<file path="src/rtl/regf_write_arbiter_if.sv">
// Write-port bundle between the two requesters, the arbiter and the register file.
interface regf_write_arbiter_if #(
  parameter int unsigned ADDR_W = 5,
  parameter int unsigned DATA_W = 32
);
  logic              req0_valid;
  logic [ADDR_W-1:0] req0_addr;
  logic [DATA_W-1:0] req0_data;
  logic              req0_ready;
  logic              req1_valid;
  logic [ADDR_W-1:0] req1_addr;
  logic [DATA_W-1:0] req1_data;
  logic              req1_ready;
  logic              regwrite;
  logic [ADDR_W-1:0] wa;
  logic [DATA_W-1:0] write_data;
  logic              clear_busy;

  modport master (
    output req0_valid, req0_addr, req0_data,
    output req1_valid, req1_addr, req1_data,
    input  req0_ready, req1_ready,
    input  regwrite, wa, write_data, clear_busy
  );

  modport slave (
    input  req0_valid, req0_addr, req0_data,
    input  req1_valid, req1_addr, req1_data,
    output req0_ready, req1_ready,
    output regwrite, wa, write_data, clear_busy
  );
endinterface

</file>
<file path="src/rtl/regf_write_arbiter.sv">
// Owns the register-file write port: zero-fill sweep after reset, then two-requester arbitration.
// Define REGF_ARB_FIXED_PRIO_EN for fixed priority (req0 wins); default build is round-robin.
module regf_write_arbiter #(
  parameter int unsigned ADDR_W = 5,
  parameter int unsigned DATA_W = 32,
  parameter int unsigned NREGS  = 32
) (
  input logic               clk,
  input logic               reset,
  regf_write_arbiter_if.slave bus
);

  typedef enum logic [0:0] {StClear, StRun} state_e;

  state_e            state_q;
  logic [ADDR_W-1:0] clr_cnt_q;
  logic              regwrite_q;
  logic [ADDR_W-1:0] wa_q;
  logic [DATA_W-1:0] write_data_q;
  logic              clear_busy_q;
`ifndef REGF_ARB_FIXED_PRIO_EN
  logic              last_grant_q;
`endif

  logic              grant0;
  logic              grant1;
  logic              xfer;
  logic [ADDR_W-1:0] xfer_addr;
  logic [DATA_W-1:0] xfer_data;

  always_comb begin
    grant0 = 1'b0;
    grant1 = 1'b0;
    if (state_q == StRun) begin
      if (bus.req0_valid && bus.req1_valid) begin
`ifdef REGF_ARB_FIXED_PRIO_EN
        grant0 = 1'b1;
`else
        // Tie goes to whoever did not win last time.
        grant0 = last_grant_q;
        grant1 = ~last_grant_q;
`endif
      end else begin
        grant0 = bus.req0_valid;
        grant1 = bus.req1_valid;
      end
    end
  end

  assign xfer      = grant0 | grant1;
  assign xfer_addr = grant1 ? bus.req1_addr : bus.req0_addr;
  assign xfer_data = grant1 ? bus.req1_data : bus.req0_data;

  assign bus.req0_ready = grant0;
  assign bus.req1_ready = grant1;
  assign bus.regwrite   = regwrite_q;
  assign bus.wa         = wa_q;
  assign bus.write_data = write_data_q;
  assign bus.clear_busy = clear_busy_q;

  always_ff @(posedge clk or posedge reset) begin
    if (reset) begin
      state_q      <= StClear;
      clr_cnt_q    <= '0;
      regwrite_q   <= 1'b0;
      wa_q         <= '0;
      write_data_q <= '0;
      clear_busy_q <= 1'b1;
`ifndef REGF_ARB_FIXED_PRIO_EN
      last_grant_q <= 1'b1;
`endif
    end else begin
      unique case (state_q)
        StClear: begin
          regwrite_q   <= 1'b1;
          wa_q         <= clr_cnt_q;
          write_data_q <= '0;
          clr_cnt_q    <= clr_cnt_q + ADDR_W'(1);
          if (clr_cnt_q == ADDR_W'(NREGS - 1)) begin
            state_q      <= StRun;
            clear_busy_q <= 1'b0;
          end
        end
        StRun: begin
          // r0 is hardwired zero: accept the handshake but drop the write.
          regwrite_q <= xfer && (xfer_addr != '0);
          if (xfer && (xfer_addr != '0)) begin
            wa_q         <= xfer_addr;
            write_data_q <= xfer_data;
          end
`ifndef REGF_ARB_FIXED_PRIO_EN
          if (xfer) begin
            last_grant_q <= grant1;
          end
`endif
        end
        default: state_q <= StClear;
      endcase
    end
  end

endmodule

</file>
<file path="src/flat_wrapper.sv">
// flat-port wrapper written by rule: the top's interface ports become plain ports
module regf_write_arbiter_flat 
#(
  parameter int unsigned ADDR_W = 5,
  parameter int unsigned DATA_W = 32,
  parameter int unsigned NREGS  = 32
)
  (clk, reset, bus_req0_valid, bus_req0_addr, bus_req0_data, bus_req1_valid, bus_req1_addr, bus_req1_data, bus_req0_ready, bus_req1_ready, bus_regwrite, bus_wa, bus_write_data, bus_clear_busy);
  regf_write_arbiter_if #(.ADDR_W(ADDR_W), .DATA_W(DATA_W)) bus_i ();
  input logic clk;
  input logic reset;
  input wire logic [$bits(bus_i.req0_valid)-1:0] bus_req0_valid;
  input wire logic [$bits(bus_i.req0_addr)-1:0] bus_req0_addr;
  input wire logic [$bits(bus_i.req0_data)-1:0] bus_req0_data;
  input wire logic [$bits(bus_i.req1_valid)-1:0] bus_req1_valid;
  input wire logic [$bits(bus_i.req1_addr)-1:0] bus_req1_addr;
  input wire logic [$bits(bus_i.req1_data)-1:0] bus_req1_data;
  output wire logic [$bits(bus_i.req0_ready)-1:0] bus_req0_ready;
  output wire logic [$bits(bus_i.req1_ready)-1:0] bus_req1_ready;
  output wire logic [$bits(bus_i.regwrite)-1:0] bus_regwrite;
  output wire logic [$bits(bus_i.wa)-1:0] bus_wa;
  output wire logic [$bits(bus_i.write_data)-1:0] bus_write_data;
  output wire logic [$bits(bus_i.clear_busy)-1:0] bus_clear_busy;
  assign bus_i.req0_valid = bus_req0_valid;
  assign bus_i.req0_addr = bus_req0_addr;
  assign bus_i.req0_data = bus_req0_data;
  assign bus_i.req1_valid = bus_req1_valid;
  assign bus_i.req1_addr = bus_req1_addr;
  assign bus_i.req1_data = bus_req1_data;
  assign bus_req0_ready = bus_i.req0_ready;
  assign bus_req1_ready = bus_i.req1_ready;
  assign bus_regwrite = bus_i.regwrite;
  assign bus_wa = bus_i.wa;
  assign bus_write_data = bus_i.write_data;
  assign bus_clear_busy = bus_i.clear_busy;
  regf_write_arbiter #(.ADDR_W(ADDR_W), .DATA_W(DATA_W), .NREGS(NREGS)) u_core (.clk(clk), .reset(reset), .bus(bus_i));
endmodule
</file>
<file path="config.mk">
export PLATFORM = sky130hd
export DESIGN_NAME = regf_write_arbiter_flat
export DESIGN_NICKNAME = d
export VERILOG_FILES = /design/src/rtl/regf_write_arbiter_if.sv /design/src/rtl/regf_write_arbiter.sv /design/src/flat_wrapper.sv
export SDC_FILE = /design/constraint.sdc
export NUM_CORES = 1
export LEC_CHECK = 0
export ABC_AREA = 1
export CAP_MARGIN = 40
export CORE_ASPECT_RATIO = 1.5
export CORE_UTILIZATION = 41
export DETAILED_ROUTE_END_ITERATION = 8
export PLACE_DENSITY = 0.8
export SKIP_CTS_REPAIR_TIMING = 1
export SYNTH_ARGS = -nofsm -noshare
export SYNTH_HDL_FRONTEND = slang
export SYNTH_SLANG_ARGS = --single-unit
</file>
<file path="constraint.sdc">
create_clock -name clk -period 1.8 [get_ports clk]
set_input_delay 0.36 -clock clk [delete_from_list [all_inputs] [get_ports clk]]
set_output_delay 0.36 -clock clk [all_outputs]
set_load 0.02 [all_outputs]
</file>
==> impl_metrics.xml <==
<?xml version="1.0" encoding="UTF-8"?>
<metrics>
  <group name="clock_network">
    <metric name="cts_tree" unit="">done</metric>
    <metric name="clock_sinks" unit="">46</metric>
    <metric name="clock_pin_slew_worst_setup_and_hold_paths" unit="ns">0.09</metric>
    <metric name="clock_tree.buffer_depth" unit="">2</metric>
    <metric name="clockRootBuffer" unit="">clkbuf_8</metric>
    <metric name="cts_htree_levels" unit="">2</metric>
    <metric name="cts_made_buffers" unit="">5</metric>
    <metric name="worstSkewPairLatency" unit="ns">0.30</metric>
  </group>
  <group name="critical_path">
    <metric name="cp_data_arrival_time" unit="ns">1.98</metric>
    <metric name="timing_worst_setup_path_type" unit="">flip-flop to flip-flop</metric>
    <metric name="critical_path.reg2reg.endpoint" unit="">u_core.bus.write_data[25]</metric>
    <metric name="cp_data_required_time" unit="ns">2.04</metric>
    <metric name="reg2regPathDepth" unit="">10</metric>
    <metric name="chain_of_cells_forming_the_critical_path" unit="">nand2_2 &gt; nand2_4 &gt; nand2_1 &gt; o21ai_1 &gt; nand2_1 &gt; o21bai_4 &gt; buf_12 &gt; buf_2 &gt; nand3_1 &gt; nand2_1</metric>
    <metric name="crit_path_top_delay_cell" unit="">dfstp_2</metric>
    <metric name="most_numerous_cell_on_the_critical_path" unit="">nand2_1</metric>
    <metric name="end_kind" unit="">flip-flop</metric>
    <metric name="regToRegSetupSlack" unit="ns">0.06</metric>
    <metric name="startpoint_type" unit="">flip-flop</metric>
    <metric name="regToRegStartpoint" unit="">u_core.last_grant_q</metric>
    <metric name="worst-path-max-fanout" unit="">8</metric>
    <metric name="delay_of_the_slowest_cell_on_the_worst_path" unit="ns">0.56</metric>
  </group>
  <group name="synthesis">
    <metric name="synth.yosys.seq_area_share" unit="%">46.2</metric>
    <metric name="synthesis.yosys.warnings" unit="">0</metric>
    <metric name="synthesis.nets" unit="">430</metric>
    <metric name="mappedNetlistArea" unit="mm²">0.00250</metric>
    <metric name="yosys_register_bits" unit="">46</metric>
    <metric name="synth_cell_type_count" unit="">25</metric>
    <metric name="syn_area_per_cell" unit="µm²">7.14</metric>
    <metric name="postSynthCellCount" unit="">350</metric>
  </group>
  <group name="finish">
    <metric name="fin_cells" unit="">552</metric>
    <metric name="final_layout_size_suffix_gt1_share" unit="%">10.0</metric>
    <metric name="areaGrowthSynthToFinish" unit="%">62.4</metric>
    <metric name="final_net_count" unit="">559</metric>
    <metric name="antenna_cells_inserted" unit="">0</metric>
  </group>
  <group name="grt">
    <metric name="grt_usage" unit="%">23.6</metric>
    <metric name="grt_remaining_overflow" unit="">0</metric>
    <metric name="first_global_vias" unit="">2666</metric>
    <metric name="wire_length_of_the_first_global_routing_pass" unit="µm">11800</metric>
    <metric name="maximum_number_of_pins_on_one_net_before_global_route_repair" unit="">28</metric>
    <metric name="antenna_violations_before_repair" unit="">0</metric>
  </group>
  <group name="timing">
    <metric name="achievable-frequency" unit="MHz">574</metric>
    <metric name="final.period_utilization" unit="%">96.7</metric>
    <metric name="relSlewSlack" unit="%">73.5</metric>
    <metric name="slew_violations" unit="">0</metric>
    <metric name="timing.setup.tns" unit="ns">0</metric>
    <metric name="timing.final.crit_period" unit="ns">1.74</metric>
    <metric name="timing.clock.skew" unit="ns">0.00422</metric>
    <metric name="finalHoldViolCount" unit="">0</metric>
    <metric name="setup_viol" unit="">0</metric>
    <metric name="max_slew.worst_pin.slew" unit="ns">0.397</metric>
    <metric name="hold_ws" unit="ns">0.365</metric>
  </group>
  <group name="floorplanning">
    <metric name="chipWidth" unit="µm">65.7</metric>
    <metric name="rows" unit="">34</metric>
    <metric name="core-area" unit="mm²">0.00583</metric>
    <metric name="start_util" unit="%">42.9</metric>
    <metric name="die_h" unit="µm">97.6</metric>
    <metric name="io_pins" unit="">119</metric>
    <metric name="die_area" unit="mm²">0.00642</metric>
  </group>
  <group name="route">
    <metric name="routed_wire_length_per_instance" unit="µm">13.6</metric>
    <metric name="final_antenna_net_count" unit="">0</metric>
    <metric name="detail_route.wirelength" unit="µm">7520</metric>
    <metric name="average_vias_per_placed_instance" unit="">5.03</metric>
    <metric name="post_route_drc_violation_count" unit="">0</metric>
    <metric name="vias" unit="">2779</metric>
    <metric name="drtPass1Iterations" unit="">4</metric>
    <metric name="detailedRoute.firstIterationViolations" unit="">143</metric>
  </group>
  <group name="pwr">
    <metric name="power_leakage" unit="nW">2.11</metric>
    <metric name="power_density" unit="mW/mm²">823</metric>
    <metric name="totalPowerFinal" unit="W">0.00334</metric>
    <metric name="power.ir.vdd_worst" unit="mV">0.451</metric>
  </group>
  <group name="run">
    <metric name="drv_cap" unit="">0</metric>
  </group>
  <group name="run_status">
    <metric name="outcome" unit="">finished, final reports clean</metric>
  </group>
  <group name="placement">
    <metric name="gp_congestion" unit="">0.810</metric>
    <metric name="dpl.hpwl" unit="µm">5500</metric>
    <metric name="placed_cells_incl_taps" unit="">538</metric>
    <metric name="place.port_buffers" unit="">118</metric>
  </group>
  <group name="worst_hold_path">
    <metric name="hold_class" unit="">input pin to asynchronous set/reset pin</metric>
  </group>
</metrics>
[kinds of logic after synthesis]
family | share of synthesized area (%)
DFF | 46.2
buffers and inverters | 8.01
and+or+nand+nor | 41.2
AOI/OAI and AO/OA | 2.90
xor gates and xnor gates | 0.701
adders and majority gates | 1.00
[cells in the mapped netlist (all sizes together)]
library cell,count,area (µm²)
buf,15,95.1
o21ai,8,40.0
nor2,2,7.51
nand2,166,631
a21oi,2,13.8
nand3b,2,15.0
clkbuf,8,30.0
ha,2,25.0
xor2,1,8.76
nand3,73,365
a21boi,1,7.51
inv,20,75.1
nor3,1,5.00
dfrtp,44,1100
or2,1,6.26
o21bai,1,11.3
dfstp,2,52.6
xnor2,1,8.76
[metrics by stage]
step           utilization, %  setup WS, ns  area, µm²
6_report                 69.6        0.0588       4060
5_1_grt                  69.6       -0.0289       4060
4_1_cts                  67.7        -0.469       3940
3_5_place_dp             65.7        -0.451       3830
3_3_place_gp             65.7        -0.422       3830
2_1_floorplan               -        0.0193       2500
[worst max-delay path, delay by kind of cell (launching register included)]
kind                   cells  cell delay, ns
AO/OA/AOI/OAI              2            0.28
buffers and inverters      2            0.31
flip-flops                 1            0.56
AND/OR/NAND/NOR            6            0.51
[worst max-delay path by stage]
stage / slack, ns / startpoint / end / cells past startpoint
floorplan: 0.02 / u_core.last_grant_q / u_core.bus.wa[0] / 8
global placement: -0.42 / bus_req0_valid / bus_req0_ready / 4
detailed placement: -0.45 / bus_req0_valid / bus_req0_ready / 4
CTS: -0.47 / bus_req0_valid / bus_req0_ready / 4
global route: -0.03 / u_core.last_grant_q / u_core.bus.write_data[25] / 10
finish: 0.06 / u_core.last_grant_q / u_core.bus.write_data[25] / 10
[cells in the final DEF, fill, tap and decap left out]
| cell type | count |
|---|---|
| nand2_1 | 162 |
| clkdlybuf4s50_1 | 113 |
| nand3_1 | 72 |
| dfrtp_1 | 44 |
| buf_4 | 20 |
| inv_1 | 18 |
| o21ai_0 | 7 |
| clkbuf_8 | 6 |
| dlymetal6s2s_1 | 4 |
| buf_12 | 3 |
| nand2_2 | 2 |
| inv_2 | 2 |
| nand2_4 | 2 |
| a21oi_2 | 2 |
| nand3b_1 | 2 |
| nor2_1 | 2 |
| ha_1 | 2 |
| buf_6 | 2 |
| dfstp_2 | 2 |
| o21ai_1 | 1 |
| nand3_2 | 1 |
| o21bai_4 | 1 |
| xnor2_1 | 1 |
| nor3_1 | 1 |
| xor2_1 | 1 |
| or2_2 | 1 |
| a21boi_0 | 1 |
| bufinv_16 | 1 |
| clkbuf_1 | 1 |
| clkbuf_16 | 1 |
| buf_2 | 1 |
| clkbuf_2 | 1 |
[cell type report]
cell class | count | area, µm²
multi-input cells | 261 | 1170
fillers | 490 | 1770
clock inverters | 1 | 30.0
inverters | 20 | 75.1
well taps | 72 | 90.1
clock buffers | 7 | 86.3
flip-flops and latches | 46 | 1150
repair buffers | 145 | 1450
[flip-flops by register name, summed over array words and instances (netlist names)]
| name | flops |
|---|---|
| u_core.bus.regwrite | 1 |
| u_core.bus.wa | 5 |
| u_core.clr_cnt_q | 5 |
| u_core.state_q | 1 |
| u_core.last_grant_q | 1 |
| u_core.bus.write_data | 32 |
| u_core.bus.clear_busy | 1 |
[report_power, final]
part	switching, W	internal, W
Sequential	0.0000937	0.00119
Clock	0.000351	0.000453
Combinational	0.000616	0.000635
Total	0.00106	0.00228
[layer usage]
metal | GRT usage [%] | part of all wire [%] | up-vias
met5 | 0 | 0 | -
met4 | 10.9 | 3.1 | 0
met3 | 4.11 | 4.1 | 19
met2 | 41.8 | 55 | 88
met1 | 26.5 | 38 | 1309
li1 | - | - | 1363
Power figures use the tool's default switching activity.
